### src/rtl/loader_pkg.sv
// Shared definitions for the UART program loader: FSM encodings, frame constants, baud helper.
// Optional feature macro used across the bundle: UART_LOADER_CHECKSUM_EN.
package loader_pkg;

    typedef enum logic [2:0] {
        ST_LEN,
        ST_DATA,
        ST_CSUM,
        ST_DONE,
        ST_ERROR
    } loader_state_e;

    typedef enum logic [1:0] {
        RX_IDLE,
        RX_START,
        RX_DATA,
        RX_STOP
    } rx_state_e;

    localparam int LEN_BYTES = 4;

    function automatic int clks_per_bit(input int clk_freq_hz, input int baud);
        return clk_freq_hz / baud;
    endfunction

endpackage

### src/rtl/uart_prog_loader_if.sv
// BRAM port-A write bus driven by the program loader while the core is held in reset.
interface uart_prog_loader_if;
    logic [3:0]  mem_we;
    logic [31:0] mem_addr;
    logic [31:0] mem_wdata;

    modport master (output mem_we, output mem_addr, output mem_wdata);
    modport slave  (input  mem_we, input  mem_addr, input  mem_wdata);
endinterface

### src/rtl/uart_prog_loader_uart_rx.sv
// UART 8N1 receiver: 2-flop synchroniser, mid-bit sampling, start-bit glitch rejection.
module uart_rx
    import loader_pkg::*;
#(
    parameter int CLKS_PER_BIT = 868
) (
    input  logic       clk,
    input  logic       rst_n,
    input  logic       rx,
    output logic [7:0] rx_data,
    output logic       byte_valid,
    output logic       frame_err
);

    localparam int HALF = CLKS_PER_BIT / 2;
    localparam int CW   = $clog2(CLKS_PER_BIT + 1);

    rx_state_e     state_q, state_d;
    logic [1:0]    sync_q;
    logic          rx_s, rx_prev_q, fall;
    logic [CW-1:0] cnt_q;
    logic [2:0]    bit_q;
    logic [7:0]    shift_q;
    logic          tick_half, tick_full;

    assign rx_s      = sync_q[1];
    assign fall      = rx_prev_q & ~rx_s;
    assign tick_half = (cnt_q == CW'(HALF - 1));
    assign tick_full = (cnt_q == CW'(CLKS_PER_BIT - 1));

    always_comb begin
        // NOTE: default first so every path assigns state_d and no latch is inferred.
        state_d = state_q;
        case (state_q)
            RX_IDLE:  if (fall) state_d = RX_START;
            RX_START: if (tick_half) state_d = rx_s ? RX_IDLE : RX_DATA;
            RX_DATA:  if (tick_full && bit_q == 3'd7) state_d = RX_STOP;
            RX_STOP:  if (tick_full) state_d = RX_IDLE;
            default:  state_d = RX_IDLE;
        endcase
    end

    always_ff @(posedge clk or negedge rst_n) begin
        if (!rst_n) begin
            // Synchroniser resets to the idle-high line level so reset release is not seen as a start edge.
            sync_q     <= 2'b11;
            rx_prev_q  <= 1'b1;
            state_q    <= RX_IDLE;
            cnt_q      <= '0;
            bit_q      <= '0;
            shift_q    <= '0;
            rx_data    <= '0;
            byte_valid <= 1'b0;
            frame_err  <= 1'b0;
        end else begin
            // NOTE: non-blocking everywhere here so every flop samples pre-edge values.
            sync_q     <= {sync_q[0], rx};
            rx_prev_q  <= rx_s;
            state_q    <= state_d;
            byte_valid <= 1'b0;
            frame_err  <= 1'b0;

            if (state_d != state_q || state_q == RX_IDLE || (state_q == RX_DATA && tick_full))
                cnt_q <= '0;
            else
                cnt_q <= cnt_q + CW'(1);

            if (state_q == RX_START)
                bit_q <= '0;

            if (state_q == RX_DATA && tick_full) begin
                shift_q <= {rx_s, shift_q[7:1]};
                bit_q   <= bit_q + 3'd1;
            end

            if (state_q == RX_STOP && tick_full) begin
                rx_data    <= shift_q;
                byte_valid <= rx_s;
                frame_err  <= ~rx_s;
            end
        end
    end

endmodule

### src/rtl/uart_prog_loader.sv
// Boot loader: UART image -> little-endian 32-bit BRAM writes, core held in reset until image is complete.
// Optional trailing checksum byte enabled by defining UART_LOADER_CHECKSUM_EN.
module uart_prog_loader
    import loader_pkg::*;
#(
    parameter int          CLK_FREQ_HZ = 100_000_000,
    parameter int          BAUD        = 115200,
    parameter logic [31:0] BASE_ADDR   = 32'h0,
    parameter int          MAX_BYTES   = 65536
) (
    input  logic                 clk,
    input  logic                 rst_n,
    input  logic                 rx,
    uart_prog_loader_if.master   mem,
    output logic                 core_rst_n,
    output logic                 busy,
    output logic                 done,
    output logic                 error
);

    localparam int CPB = clks_per_bit(CLK_FREQ_HZ, BAUD);
    localparam int BCW = $clog2(MAX_BYTES + 1);

    logic [7:0]    rx_data;
    logic          byte_valid, frame_err;

    loader_state_e state_q, state_d;
    logic [31:0]   len_q;
    logic [1:0]    len_cnt_q;
    logic          started_q;
    logic [BCW-1:0] byte_cnt_q;
    logic [31:0]   acc_q;
    logic [3:0]    lane_mask_q;
    logic          fin_q;
`ifdef UART_LOADER_CHECKSUM_EN
    logic [7:0]    csum_q;
`endif

    logic [31:0]   len_full;
    logic          len_last;
    logic [31:0]   byte_idx;
    logic          last_byte;
    logic [1:0]    lane;
    logic [31:0]   acc_next;
    logic [3:0]    mask_next;

    uart_rx #(.CLKS_PER_BIT(CPB)) u_rx (
        .clk        (clk),
        .rst_n      (rst_n),
        .rx         (rx),
        .rx_data    (rx_data),
        .byte_valid (byte_valid),
        .frame_err  (frame_err)
    );

    assign len_full  = {rx_data, len_q[23:0]};
    assign len_last  = (len_cnt_q == 2'(LEN_BYTES - 1));
    assign byte_idx  = 32'(byte_cnt_q);
    assign last_byte = (byte_idx == len_q - 32'd1);
    assign lane      = byte_cnt_q[1:0];
    assign acc_next  = acc_q | (32'(rx_data) << {lane, 3'b000});
    assign mask_next = lane_mask_q | (4'b0001 << lane);

    always_comb begin
        state_d = state_q;
        case (state_q)
            ST_LEN: begin
                if (frame_err)
                    state_d = ST_ERROR;
                else if (byte_valid && len_last) begin
                    if (len_full == 32'd0)
`ifdef UART_LOADER_CHECKSUM_EN
                        state_d = ST_CSUM;
`else
                        state_d = ST_DONE;
`endif
                    else if (len_full > 32'(MAX_BYTES))
                        state_d = ST_ERROR;
                    else
                        state_d = ST_DATA;
                end
            end
            ST_DATA: begin
                // fin_q is high the cycle the final write strobe is on the bus.
                if (frame_err)
                    state_d = ST_ERROR;
                else if (fin_q)
`ifdef UART_LOADER_CHECKSUM_EN
                    state_d = ST_CSUM;
`else
                    state_d = ST_DONE;
`endif
            end
`ifdef UART_LOADER_CHECKSUM_EN
            ST_CSUM: begin
                if (frame_err)
                    state_d = ST_ERROR;
                else if (byte_valid)
                    state_d = (rx_data == csum_q) ? ST_DONE : ST_ERROR;
            end
`endif
            default: state_d = state_q;
        endcase
    end

    always_ff @(posedge clk or negedge rst_n) begin
        if (!rst_n) begin
            state_q       <= ST_LEN;
            len_q         <= '0;
            len_cnt_q     <= '0;
            started_q     <= 1'b0;
            byte_cnt_q    <= '0;
            acc_q         <= '0;
            lane_mask_q   <= '0;
            fin_q         <= 1'b0;
            mem.mem_we    <= '0;
            mem.mem_addr  <= '0;
            mem.mem_wdata <= '0;
`ifdef UART_LOADER_CHECKSUM_EN
            csum_q        <= '0;
`endif
        end else begin
            state_q    <= state_d;
            mem.mem_we <= '0;
            fin_q      <= 1'b0;

            if (byte_valid) begin
                case (state_q)
                    ST_LEN: begin
                        len_q[{len_cnt_q, 3'b000} +: 8] <= rx_data;
                        len_cnt_q <= len_cnt_q + 2'd1;
                        started_q <= 1'b1;
                    end
                    ST_DATA: begin
                        byte_cnt_q <= byte_cnt_q + BCW'(1);
`ifdef UART_LOADER_CHECKSUM_EN
                        csum_q     <= csum_q + rx_data;
`endif
                        if (lane == 2'd3 || last_byte) begin
                            mem.mem_we    <= mask_next;
                            mem.mem_addr  <= BASE_ADDR + (byte_idx & ~32'd3);
                            mem.mem_wdata <= acc_next;
                            acc_q         <= '0;
                            lane_mask_q   <= '0;
                            fin_q         <= last_byte;
                        end else begin
                            acc_q       <= acc_next;
                            lane_mask_q <= mask_next;
                        end
                    end
                    default: ;
                endcase
            end
        end
    end

    assign core_rst_n = (state_q == ST_DONE);
    assign done       = (state_q == ST_DONE);
    assign error      = (state_q == ST_ERROR);
    assign busy       = (state_q == ST_LEN && started_q) || state_q == ST_DATA || state_q == ST_CSUM;

endmodule

### src/flat_wrapper.sv
// flat-port wrapper written by rule: the top's interface ports become plain ports
module uart_prog_loader_flat import loader_pkg::*;
#(
    parameter int          CLK_FREQ_HZ = 100_000_000,
    parameter int          BAUD        = 115200,
    parameter logic [31:0] BASE_ADDR   = 32'h0,
    parameter int          MAX_BYTES   = 65536
)
  (clk, rst_n, rx, core_rst_n, busy, done, error, mem_mem_we, mem_mem_addr, mem_mem_wdata);
  uart_prog_loader_if mem_i ();
  input  logic clk;
  input  logic rst_n;
  input  logic rx;
  output logic core_rst_n;
  output logic busy;
  output logic done;
  output logic error;
  output wire logic [$bits(mem_i.mem_we)-1:0] mem_mem_we;
  output wire logic [$bits(mem_i.mem_addr)-1:0] mem_mem_addr;
  output wire logic [$bits(mem_i.mem_wdata)-1:0] mem_mem_wdata;
  assign mem_mem_we = mem_i.mem_we;
  assign mem_mem_addr = mem_i.mem_addr;
  assign mem_mem_wdata = mem_i.mem_wdata;
  uart_prog_loader #(.CLK_FREQ_HZ(CLK_FREQ_HZ), .BAUD(BAUD), .BASE_ADDR(BASE_ADDR), .MAX_BYTES(MAX_BYTES)) u_core (.clk(clk), .rst_n(rst_n), .rx(rx), .mem(mem_i), .core_rst_n(core_rst_n), .busy(busy), .done(done), .error(error));
endmodule
### config.mk
export PLATFORM = sky130hd
export DESIGN_NAME = uart_prog_loader_flat
export DESIGN_NICKNAME = d
export VERILOG_FILES = /design/src/rtl/loader_pkg.sv /design/src/rtl/uart_prog_loader_if.sv /design/src/rtl/uart_prog_loader_uart_rx.sv /design/src/rtl/uart_prog_loader.sv /design/src/flat_wrapper.sv
export SDC_FILE = /design/constraint.sdc
export NUM_CORES = 1
export LEC_CHECK = 0
export CAP_MARGIN = 25
export CORE_MARGIN = 2
export CORE_UTILIZATION = 30
export CTS_BUF_LIST = sky130_fd_sc_hd__clkbuf_4 sky130_fd_sc_hd__clkbuf_8
export CTS_CLUSTER_DIAMETER = 150
export DETAILED_ROUTE_END_ITERATION = 12
export HOLD_SLACK_MARGIN = 0.08
export PLACE_DENSITY_LB_ADDON = 0.2
export SLEW_MARGIN = 20
export SYNTH_ARGS = -nofsm -noshare
export SYNTH_HDL_FRONTEND = slang
export SYNTH_HIERARCHICAL = 1
export SYNTH_SLANG_ARGS = --single-unit
### constraint.sdc
create_clock -name clk -period 7.81 [get_ports clk]
set_input_delay 1.562 -clock clk [delete_from_list [all_inputs] [get_ports clk]]
set_output_delay 1.562 -clock clk [all_outputs]
set_load 0.02 [all_outputs]
==> results.py <==
metrics = {
    "logic_synthesis": {
        "yosys-top-cells-area": "dfrtp_1, nor2_1, a21oi_1, nand2_1, xnor2_1",
        "yosysMostFrequentCell": "dfrtp_1",
        "synth_edf_count": 0,
        "avgSynthCellArea_um2": 10.0,
        "synth_cells": 852,
        "ys_async_sr_fraction_pct": 100,
        "synth.top_cell.area_share_pct": 51.5,
        "yosysTopAreaCell": "dfrtp_1",
        "ys_ff_latch": 179,
        "yosysSeqAreaShare_pct": 52.4,
        "yosysWarnings": 6,
        "ys_types": 68,
        "synth_commonest_cells": "dfrtp_1, nor2_1, nand2_1",
        "netlist_area_um2": 8550,
        "ys_dominant_reg_cell": "dfrtp_1",
    },
    "global_routing": {
        "grt_pass1_vias": 5924,
        "grt_pass1_wl_mm": 33.1,
        "grt-ovfl-total": 0,
        "grt_max_degree": 91,
        "antenna_found_initial": 0,
        "grtUsageTotal_pct": 13.8,
    },
    "setup_path": {
        "crit_required_ps": 8170,
        "crit_type": "reg2reg",
        "crit_fanout": 85,
        "cp_top_family": "simple AND/OR/NAND/NOR gates",
        "cp_slowest_cell": "nand2_4",
        "crit_buf_inv": 2,
        "slowest_delay_ps": 760,
        "arrival_ps": 5420,
        "endpoint_kind": "flop",
        "cp-start-kind": "flop",
        "worst_path_most_repeated_cell": "or4_1",
        "cp_cell_sequence": "inv_1, ha_1, or4b_2, or4_1, o31a_1, a2111oi_0, a41oi_1, or4_1, buf_4, nand2_4, mux2_1",
    },
    "final_layout": {
        "final_util_pct": 34.9,
        "n_antenna_cell": 0,
        "final_cells": 1273,
        "drive_gt1_share_pct": 8.27,
        "fin_nets": 900,
        "area_growth_pct": 14.1,
    },
    "flow_run": {
        "drv_cap": 0,
    },
    "clock_tree": {
        "cts-root-buf": "clkbuf_8",
        "post_cts_buffers": 0,
        "clockBufferDepth": 2,
        "clock_latency_ps": 480,
        "cts_htree_levels": 4,
        "clock_sinks": 179,
        "cts_buffers": 17,
        "cts_tree": "yes",
        "cts_hold_buf": 0,
        "clk_pin_slew_ps": 110,
        "cts_resized": 0,
    },
    "hold_path": {
        "hp-class": "reg2reg",
    },
    "floorplan": {
        "core.rowCount": 61,
        "io_pins": 75,
        "die_w_um": 173,
        "die_y_um": 173,
        "start_util_pct": 30.6,
        "fp.dieArea_um2": 29900,
        "coreArea_um2": 27900,
    },
    "detailed_routing": {
        "drt-pass1-iter-count": 5,
        "wirelength_mm": 20.2,
        "viasPerCell": 4.80,
        "drt-initial-drc-count": 449,
        "avgRoutedWirePerCell_um": 15.9,
        "detailroute.via_count": 6113,
        "antenna_left": 0,
        "drc": 0,
    },
    "sta": {
        "worst_pin_slew_ps": 998,
        "timing.hold.ws_ps": 366,
        "slew_viol_final": 0,
        "fin_crit_sh_pct": 64.9,
        "hold_viol": 0,
        "setup_viol": 0,
        "rsz0062_at_grt": "false",
        "max_freq_ghz": 0.197,
        "post-route-min-period_ps": 5070,
        "skew_ps": 19.4,
        "setup-tns-final_ps": 0,
        "slew_headroom_pct": 33.3,
    },
    "placement": {
        "place_congestion": 0.824,
        "portBuffers": 57,
        "dpl.hpwl_mm": 13.2,
        "placedCellCount": 1241,
    },
    "pwr": {
        "irDropWorstVdd_mv": 0.102,
        "pwr_density_cell_nw_per_um2": 179,
        "p_leak_nw": 4.52,
    },
    "status": {
        "status": "complete, no violations",
    },
}
metal layers:
metal	track usage, %	part of all wire (%)	vias to the layer above
met3	2.70	3.1	6
met1	19.9	51	3026
met2	21.2	46	84
met5	0	0	-
met4	3.28	0.47	0
li1	-	-	2997
report_power, final:
part | switching (mW) | internal [mW] | total (mW)
registers | 0.0236 | 0.944 | 0.968
logic | 0.0452 | 0.0223 | 0.0675
clock network | 0.369 | 0.346 | 0.715
total | 0.438 | 1.31 | 1.75
placed cells by master (no fill, tap or decap), types with 3 or more instances in the layout:
master and n:
ha_1 15, xor2_1 18, nor4_1 12, nand2_1 87
nand3_1 15, nor3b_1 3, xnor2_1 36, nor2b_1 4
dfstp_2 3, a31oi_1 6, or2_2 3, o21ai_0 39
or4_1 10, or3_1 5, clkdlybuf4s50_1 56, inv_1 15
o22ai_1 4, mux2_1 15, and3_1 9, a21oi_1 71
nor3_1 21, nand2b_1 5, bufinv_16 3, buf_4 6
dfrtp_1 176, clkbuf_8 19, mux2_2 18, a22oi_1 32
nor2_1 101, conb_1 17, o21a_1 5, nand4_1 13
inv_6 4
logic make-up (layout without fill, tap and decap cells):
logic type                 Yosys count  count (layout)  share of synthesized area [%]
AOI/OAI and AO/OA                  178             178                           12.6
xor gates and xnor gates            54              54                           5.53
other                                1              17                         0.0439
muxes                               34              34                           4.46
and+or+nand+nor                    307             307                           17.3
buffers and inverters               84             111                           5.44
DFF                                179             179                           52.4
adders and majority gates           15              15                           2.20
state kept, by name, indices dropped and copies added, names as in the netlist, 3 cells and up:
| register | count |
|---|---|
| u_core/mem.mem_addr | 15 |
| u_core/state_q | 3 |
| u_core/mem.mem_we | 4 |
| u_core/lane_mask_q | 4 |
| u_core/u_rx/cnt_q | 10 |
| u_core/u_rx/shift_q | 8 |
| u_core/acc_q | 32 |
| u_core/mem.mem_wdata | 32 |
| u_core/u_rx/bit_q | 3 |
| u_core/len_q | 32 |
| u_core/u_rx/rx_data | 8 |
| u_core/byte_cnt_q | 17 |
path summary, 6_finish.rpt:
kind                       slack [ps]  cells past startpoint                       startpoint                                   to
min in group asynchronous        1160                      1                            rst_n       u_core/mem.mem_we[3]$_DFF_PN0_
hold / removal                    370                      0  u_core/u_rx/sync_q[0]$_DFF_PN1_      u_core/u_rx/sync_q[1]$_DFF_PN1_
setup reg to reg                 2740                     11      u_core/len_q[0]$_DFFE_PN0P_  u_core/mem.mem_addr[15]$_DFFE_PN0P_
hold reg to reg                   370                      0  u_core/u_rx/sync_q[0]$_DFF_PN1_      u_core/u_rx/sync_q[1]$_DFF_PN1_
setup / recovery                 2740                     11      u_core/len_q[0]$_DFFE_PN0P_  u_core/mem.mem_addr[15]$_DFFE_PN0P_
max in group asynchronous        5450                      2                            rst_n   u_core/u_rx/rx_data[1]$_DFFE_PN0P_
through the flow:
stage | cell area (um2) | setup WS, ps | power (mW)
floorplan | 8610 | 3690 | 1.03
global placement | 9300 | 2790 | 1.06
detailed placement | 9300 | 2720 | 1.06
CTS | 9750 | 2710 | 1.78
global route | 9760 | 2330 | 1.83
finish | 9760 | 2740 | 1.75
area by class of cell:
class | count | area (um2)
fillers | 2920 | 18200
repair buffers | 64 | 622
clock inverters | 13 | 189
well taps | 378 | 473
clock buffers | 19 | 262
flip-flops and latches | 179 | 4480
multi-input cells | 605 | 3670
inverters | 15 | 56.3
Power figures use the tool's default switching activity.
